**config.mk**
```make
export PLATFORM = sky130hd
export DESIGN_NAME = ascii2bin_parser
export DESIGN_NICKNAME = d
export VERILOG_FILES = /design/src/rtl/ascii2bin_parser_pkg.sv /design/src/rtl/ascii2bin_parser_decode.sv /design/src/rtl/ascii2bin_parser.sv
export SDC_FILE = /design/constraint.sdc
export NUM_CORES = 1
export LEC_CHECK = 0
export CAP_MARGIN = 20
export CORE_UTILIZATION = 50
export DETAILED_ROUTE_END_ITERATION = 10
export PLACE_DENSITY = 0.8
export SLEW_MARGIN = 20
export SYNTH_ARGS = -nofsm -noshare
export SYNTH_HDL_FRONTEND = slang
export SYNTH_HIERARCHICAL = 1
export SYNTH_SLANG_ARGS = --single-unit
```
**constraint.sdc**
```tcl
create_clock -name clk -period 3.6 [get_ports clk]
set_input_delay 0.9 -clock clk [delete_from_list [all_inputs] [get_ports clk]]
set_output_delay 0.9 -clock clk [all_outputs]
set_load 0.01 [all_outputs]
```
**src/rtl/ascii2bin_parser_pkg.sv**
```systemverilog
// Shared keyboard-path definitions: ASCII constants and the hex-entry parser states.
package ascii2bin_parser_pkg;

  localparam logic [7:0] CHAR_CR  = 8'h0D;
  localparam logic [7:0] CHAR_BS  = 8'h08;
  localparam logic [7:0] CHAR_ESC = 8'h1B;
  localparam logic [7:0] CHAR_0   = 8'h30;
  localparam logic [7:0] CHAR_A   = 8'h41;
  localparam logic [7:0] CHAR_a   = 8'h61;

  typedef enum logic [1:0] {
    ST_EMPTY    = 2'd0,
    ST_ENTRY    = 2'd1,
    ST_OVERFLOW = 2'd2
  } state_t;

endpackage

```
**src/rtl/ascii2bin_parser_decode.sv**
```systemverilog
// Combinational ASCII classifier: hex digit to nibble, plus terminator/backspace/escape flags.
module ascii_hex_decode
  import ascii2bin_parser_pkg::*;
#(
  parameter logic [7:0] TERM_CHAR = CHAR_CR,
  parameter logic [7:0] BKSP_CHAR = CHAR_BS,
  parameter logic [7:0] ESC_CHAR  = CHAR_ESC
) (
  input  logic [7:0] char_in,
  output logic       is_digit,
  output logic [3:0] nibble,
  output logic       is_term,
  output logic       is_bksp,
  output logic       is_esc,
  output logic       is_illegal
);

  always_comb begin
    is_digit = 1'b0;
    nibble   = '0;
    if (char_in >= CHAR_0 && char_in <= CHAR_0 + 8'd9) begin
      is_digit = 1'b1;
      nibble   = 4'(char_in - CHAR_0);
    end else if (char_in >= CHAR_A && char_in <= CHAR_A + 8'd5) begin
      is_digit = 1'b1;
      nibble   = 4'(char_in - CHAR_A + 8'd10);
    end else if (char_in >= CHAR_a && char_in <= CHAR_a + 8'd5) begin
      is_digit = 1'b1;
      nibble   = 4'(char_in - CHAR_a + 8'd10);
    end
  end

  // Digits take precedence should a control character ever be remapped onto one.
  assign is_term    = !is_digit && (char_in == TERM_CHAR);
  assign is_bksp    = !is_digit && (char_in == BKSP_CHAR);
  assign is_esc     = !is_digit && (char_in == ESC_CHAR);
  assign is_illegal = !(is_digit || is_term || is_bksp || is_esc);

endmodule

```
**src/rtl/ascii2bin_parser.sv**
```systemverilog
// Accumulates up to NDIGITS ASCII hex digits into a binary word; commits on the terminator.
module ascii2bin_parser
  import ascii2bin_parser_pkg::*;
#(
  parameter int         NDIGITS   = 4,
  parameter logic [7:0] TERM_CHAR = CHAR_CR,
  parameter logic [7:0] BKSP_CHAR = CHAR_BS,
  parameter logic [7:0] ESC_CHAR  = CHAR_ESC
) (
  input  logic                   clk,
  input  logic                   rst,
  input  logic [7:0]             char_in,
  input  logic                   char_valid,
  output logic [4*NDIGITS-1:0]   value,
  output logic                   value_valid,
  output logic                   err,
  output logic [4*NDIGITS-1:0]   partial,
  output logic [2:0]             digit_cnt
);

  localparam int         W      = 4 * NDIGITS;
  localparam logic [2:0] MAXCNT = 3'(NDIGITS);

  logic       is_digit;
  logic [3:0] nibble;
  logic       is_term;
  logic       is_bksp;
  logic       is_esc;
  logic       is_illegal;
  state_t     state;

  ascii_hex_decode #(
    .TERM_CHAR(TERM_CHAR),
    .BKSP_CHAR(BKSP_CHAR),
    .ESC_CHAR (ESC_CHAR)
  ) u_decode (
    .char_in   (char_in),
    .is_digit  (is_digit),
    .nibble    (nibble),
    .is_term   (is_term),
    .is_bksp   (is_bksp),
    .is_esc    (is_esc),
    .is_illegal(is_illegal)
  );

  always_ff @(posedge clk) begin
    if (rst) begin
      state       <= ST_EMPTY;
      value       <= '0;
      value_valid <= 1'b0;
      err         <= 1'b0;
      partial     <= '0;
      digit_cnt   <= '0;
    end else begin
      value_valid <= 1'b0;
      err         <= 1'b0;
      if (char_valid) begin
        unique case (state)
          ST_EMPTY: begin
            if (is_digit) begin
              partial   <= W'(nibble);
              digit_cnt <= 3'd1;
              state     <= ST_ENTRY;
            end else if (is_illegal) begin
              err <= 1'b1;
            end
          end
          ST_ENTRY: begin
            if (is_digit) begin
              if (digit_cnt < MAXCNT) begin
                partial   <= (partial << 4) | W'(nibble);
                digit_cnt <= digit_cnt + 3'd1;
              end else begin
                state <= ST_OVERFLOW;
              end
            end else if (is_bksp) begin
              partial   <= partial >> 4;
              digit_cnt <= digit_cnt - 3'd1;
              if (digit_cnt == 3'd1) state <= ST_EMPTY;
            end else if (is_term) begin
              value       <= partial;
              value_valid <= 1'b1;
              partial     <= '0;
              digit_cnt   <= '0;
              state       <= ST_EMPTY;
            end else if (is_esc) begin
              partial   <= '0;
              digit_cnt <= '0;
              state     <= ST_EMPTY;
            end else begin
              err <= 1'b1;
            end
          end
          ST_OVERFLOW: begin
            // partial/digit_cnt stay frozen until the entry is closed.
            if (is_term || is_esc) begin
              err       <= is_term;
              partial   <= '0;
              digit_cnt <= '0;
              state     <= ST_EMPTY;
            end else if (is_illegal) begin
              err <= 1'b1;
            end
          end
          default: state <= ST_EMPTY;
        endcase
      end
    end
  end

endmodule

```
After elaboration in Yosys (flattened, before gate mapping)
Index checks and enable logic that the tools add are counted.
{"block": "op_classes", "n_mux": 40, "add_sub_neg": 7, "bitwise_logic": 5, "magnitude_cmp": 7, "n_reduce_logical": 18, "eq_ne": 12}
{"op": "$mux 16", "count": 7}
{"op": "$pmux 16 s3", "count": 1}
{"op": "$mux 3", "count": 7}
{"op": "$eq 8x4->1 const B", "count": 2}
{"op": "$ge 8x7->1 const B", "count": 2}
{"op": "$le 8x7->1 const B", "count": 2}
{"op": "$mux 2", "count": 8}
{"op": "$or 16x4->16", "count": 1}
{"op": "$mux 4", "count": 3}
{"op": "$reduce_and 6->1", "count": 2}
{"op": "$sub 4x1->4 const B", "count": 3}
{"op": "$mux 1", "count": 11}
{"op": "$pmux 3 s3", "count": 1}
{"op": "$add 4x4->4 const B", "count": 2}
{"op": "$eq 8x5->1 const B", "count": 1}
{"op": "$ge 8x6->1 const B", "count": 1}
{"op": "$le 8x6->1 const B", "count": 1}
{"op": "$logic_and 1x1->1", "count": 6}
{"op": "$ne 3x3->1 const B", "count": 2}
{"op": "$pmux 2 s3", "count": 1}
{"op": "$ne 5x3->1 const B", "count": 1}
{"op": "$reduce_and 5->1", "count": 1}
{"op": "$reduce_or 5->1", "count": 1}
{"op": "$logic_or 1x1->1", "count": 4}
{"op": "other kinds (15)", "count": 18}
{"block": "totals", "output_inout_bits": 37, "ff_bits": 39}

Depth between registers and ports, before layout
{"block": "logic_depth", "word_depth": 13, "mapped_depth": 12, "ltp_nobuf": 9}

By module
The synthesis kept the hierarchy.
{"module": "ascii2bin_parser", "cells_each": 212, "seq_area_each_um2": 780.7, "area_each_um2": 1835.5, "instances": 1}
{"module": "ascii_hex_decode", "cells_each": 31, "seq_area_each_um2": 0.0, "area_each_um2": 272.8, "instances": 1}

Least setup slack after synthesis
OpenSTA, ideal clock, no wires.
{"block": "synth_path", "path_type": "input-to-reg", "start": "input char_in[0]", "end": "register state[1]", "setup_ps": 123, "setup_slack_ps": 404, "t_arrival_ps": 3073, "path_buffers": 1, "path_stages": 10, "path_cell_list": "inv_1 > ha_1 > o21bai_4 > a2111oi_4 > or2_1 > buf_6 > nor2_4 > a311o_4 > a211oi_4 > mux2_1"}
{"block": "synth_via", "elab_chain_cells": 11}
{"element": "start: declaration", "line": "ascii2bin_parser.sv:12", "rtl": "input logic [7:0] char_in,"}
{"element": "$ge 8x7->1 or $le 8x7->1 (tied branches)", "line": "ascii2bin_parser_decode.sv:27", "rtl": "end else if (char_in >= CHAR_a && char_in <= CHAR_a + 8'd5) begin"}
{"element": "$logic_and 1x1->1", "line": "ascii2bin_parser_decode.sv:27"}
{"element": "$mux 1", "line": "ascii2bin_parser_decode.sv:27"}
{"element": "$mux 1", "line": "ascii2bin_parser_decode.sv:24", "rtl": "end else if (char_in >= CHAR_A && char_in <= CHAR_A + 8'd5) begin"}
{"element": "$mux 1 *", "line": "ascii2bin_parser_decode.sv:21", "rtl": "if (char_in >= CHAR_0 && char_in <= CHAR_0 + 8'd9) begin"}
{"element": "via is_digit", "line": "ascii2bin_parser.sv:24", "rtl": "logic is_digit;"}
{"element": "$logic_not 1->1", "line": "ascii2bin_parser_decode.sv:34, ascii2bin_parser_decode.sv:35, ascii2bin_parser_decode.sv:36"}
{"element": "$logic_and 1x1->1", "line": "ascii2bin_parser_decode.sv:34", "rtl": "assign is_term = !is_digit && (char_in == TERM_CHAR);"}
{"element": "$mux 2", "line": "ascii2bin_parser.sv:80", "rtl": "end else if (is_term) begin"}
{"element": "$mux 2", "line": "ascii2bin_parser.sv:76", "rtl": "end else if (is_bksp) begin"}
{"element": "$mux 2", "line": "ascii2bin_parser.sv:69", "rtl": "if (is_digit) begin"}
{"element": "$pmux 2 s3", "line": "ascii2bin_parser.sv:58", "rtl": "unique case (state)"}
{"element": "end signal: assignment", "line": "ascii2bin_parser.sv:63", "rtl": "state <= ST_ENTRY;"}
{"element": "end signal: assignment", "line": "ascii2bin_parser.sv:74", "rtl": "state <= ST_OVERFLOW;"}
{"element": "end signal: assignment", "line": "ascii2bin_parser.sv:79", "rtl": "if (digit_cnt == 3'd1) state <= ST_EMPTY;"}
{"element": "end: declaration", "line": "ascii2bin_parser.sv:30", "rtl": "state_t state;"}
The timed path passes the listed nets; every way through them passes the cells marked *.
A chain may end at the register's enable or synchronous reset.

Worst setup path in the final report
Same ends and word-level chain as after synthesis.

==> flow_summary.toml <==
[setup_path]
reg2reg_slack_ns = 1.59
cp_cell_sequence = "clkdlybuf4s50_1, inv_1, ha_1, o21bai_4, a2111oi_4, or2_1, nor2_4, a311o_4, a211oi_4, mux2_1"
slowest_stage = "clkdlybuf4s50_1"
worst-path-buf-inv = 2
arrival_ns = 3.52
setup.worst_path.start = "char_in[0]"
cp-start-kind = "input port"
max_stage_delay_ns = 0.45
critPathMaxFanout = 4
crit_family = "compound AO/OA/AOI/OAI gates"
required_ns = 3.79
r2r-start = "state[0]"
end_kind = "flop"
critPathKind = "input port to flop"

[synth]
ys_ff_latch = 39
synth_cells = 243
yosysWarnings = 6
synth_edf_count = 0
netlist.top_cell.by_area = "dfxtp_1"
synth.area.top_cells = "dfxtp_1 (37%), a21oi_1 (8.1%), nand2_1 (6.9%), ha_1 (5.9%), a211oi_1 (4.6%)"
ys_seq_area_frac = 0.370
synth_cell_types = 46
synth.top_cell.area_share = 0.370
synth_area_um2 = 2110
synthesis.nets = 264
synth-main-ff-cell = "dfxtp_1"
avgSynthCellArea_um2 = 8.68
synthArstFlopShare = 0

[clock_tree]
post_cts_buffers = 0
clock-sinks = 39
cts_resized = 0
cts_tree = "done"
cts-root-buf = "clkbuf_8"
clockBufferDepth = 2
holdBufCountCts = 0
numCtsBuffers = 5
cts-htree-levels = 2
clock_latency_ns = 0.30
clk_pin_slew_ns = 0.08

[timing]
clock_skew_ns = 0.00483
tightest_slew_ns = 0.559
whs_ns = 0.455
timing.final.hold_violations = 0
slew_violations = 0
rsz0062_at_grt = "no"
period_share = 0.925
setup_violations = 0
maxSlewHeadroom = 0.627
finalCriticalPeriod_ns = 3.33
fmax_ghz = 0.300

[drt]
postRouteAntennaNets = 0
drt-total-wl_mm = 5.32
dr.pass1.iters = 5
dr.first_iter.drc_count = 105
drcViolationCount = 0
vias_per_cell = 5.72
wl_per_cell_um = 15.0
vias = 2035

[floorplan]
fp-row-count = 23
start_util = 0.523
die_h_um = 66.9
core_area_um2 = 4030
die_area_um2 = 4480
ios = 48
die_w_um = 66.9

[cells_and_area]
area_delta_synth_final_pct = 35.5
fin_nets = 326
utilization = 0.709
drive_gt1_frac = 0.134
final_cell_mix = "clkdlybuf4s50_1 (47), nand2_1 (39), dfxtp_1 (39)"
antenna_cells = 0
mostFrequentLayoutCell = "clkdlybuf4s50_1"

[hold_path]
min_from = "value[15]"
hold_path_class = "flop to flop"

[global_routing]
grt_pass1_wl_mm = 8.71
grt.total_usage = 0.260
grt_pass1_vias = 1885
antenna_found_initial = 0
grt_max_degree = 43
grt_remaining_overflow = 0

[placement]
place.gp.congestion = 0.834
dp_hpwl_mm = 3.87
portBuffers = 47

[status]
status = "complete, no violations"

[pwr]
power_leakage_nw = 1.01
vdd_drop_max_uv = 171
power_density_nw_per_um2 = 342

[run]
maxCapViolCount = 0
-- cell families (layout without fill, tap and decap cells) --
group / after synthesis / after routing / synth area share
and+or+nand+nor: 80 / 80 / 0.192
muxes: 5 / 5 / 0.0249
buffers and inverters: 25 / 88 / 0.0629
DFF: 39 / 39 / 0.370
adders and majority gates: 10 / 10 / 0.0593
AOI/OAI and AO/OA: 84 / 84 / 0.291
-- flip-flops by register name, indices dropped and copies added, names as in the netlist --
register and count:
digit_cnt 3, err 1, partial 16, state 2, value 16, value_valid 1
-- path summary, 6_finish.rpt --
check                    to  cells after the start
setup / recovery   state[1]                     10
setup reg to reg   state[1]                      6
hold reg to reg   value[15]                      2
hold / removal    value[15]                      2
-- where the power goes --
group          switching (mW)  total [mW]  leakage [nW]  internal, mW
clock network           0.157       0.363        0.0581         0.206
logic                  0.0777       0.156         0.635        0.0779
registers              0.0158       0.459         0.315         0.443
-- synth_stat cells (2+ instances only) --
library cell / instances
o21ai_0: 8
nand4_1: 6
a22o_1: 3
dfxtp_1: 39
ha_1: 10
o22ai_1: 2
a211oi_1: 13
nand2_1: 39
nor3_1: 2
a22oi_1: 12
a21oi_1: 34
nand2b_1: 7
clkbuf_1: 5
nor2b_1: 5
and3_1: 2
nor2_1: 7
mux2i_1: 3
buf_2: 3
nand3_1: 3
buf_6: 4
inv_1: 10
mux2_1: 2
-- routing by layer --
layer	track usage	routed length (um)	vias to the layer above
met4	0.122	103	0
li1	-	-	1003
met1	0.315	2260	944
met5	0	0	-
met2	0.434	2690	78
met3	0.0548	270	10
-- stage by stage --
step                setup TNS (ns)  cell area, um^2  cells  power, mW  setup slack [ns]
finish                           0             2860    356      0.978             0.270
global route                     0             2860    356       1.02             0.115
detailed placement         -0.0479             2740    348      0.623           -0.0376
CTS                              0             2860    356      0.982             0.284
global placement                 0             2740    348      0.618            0.0734
floorplan                        0             2110    243      0.551             0.404
-- tightest hold or removal path, delay by kind of cell, from the launching register on --
kind	cells	cell delay (ns)
DFF	1	0.31
AOI/OAI and AO/OA	1	0.05
and+or+nand+nor	1	0.05
-- area by class of cell --
cell class                 instances  area, um^2
multi-input combinational        179        1190
clock inverter                     3        43.8
sequential                        39         781
timing repair buffer              70         668
inverter                          10        37.5
fill                             331        1170
tap                               50        62.6
clock buffer                       5        68.8
No activity file was read; power rests on OpenSTA's default activity.
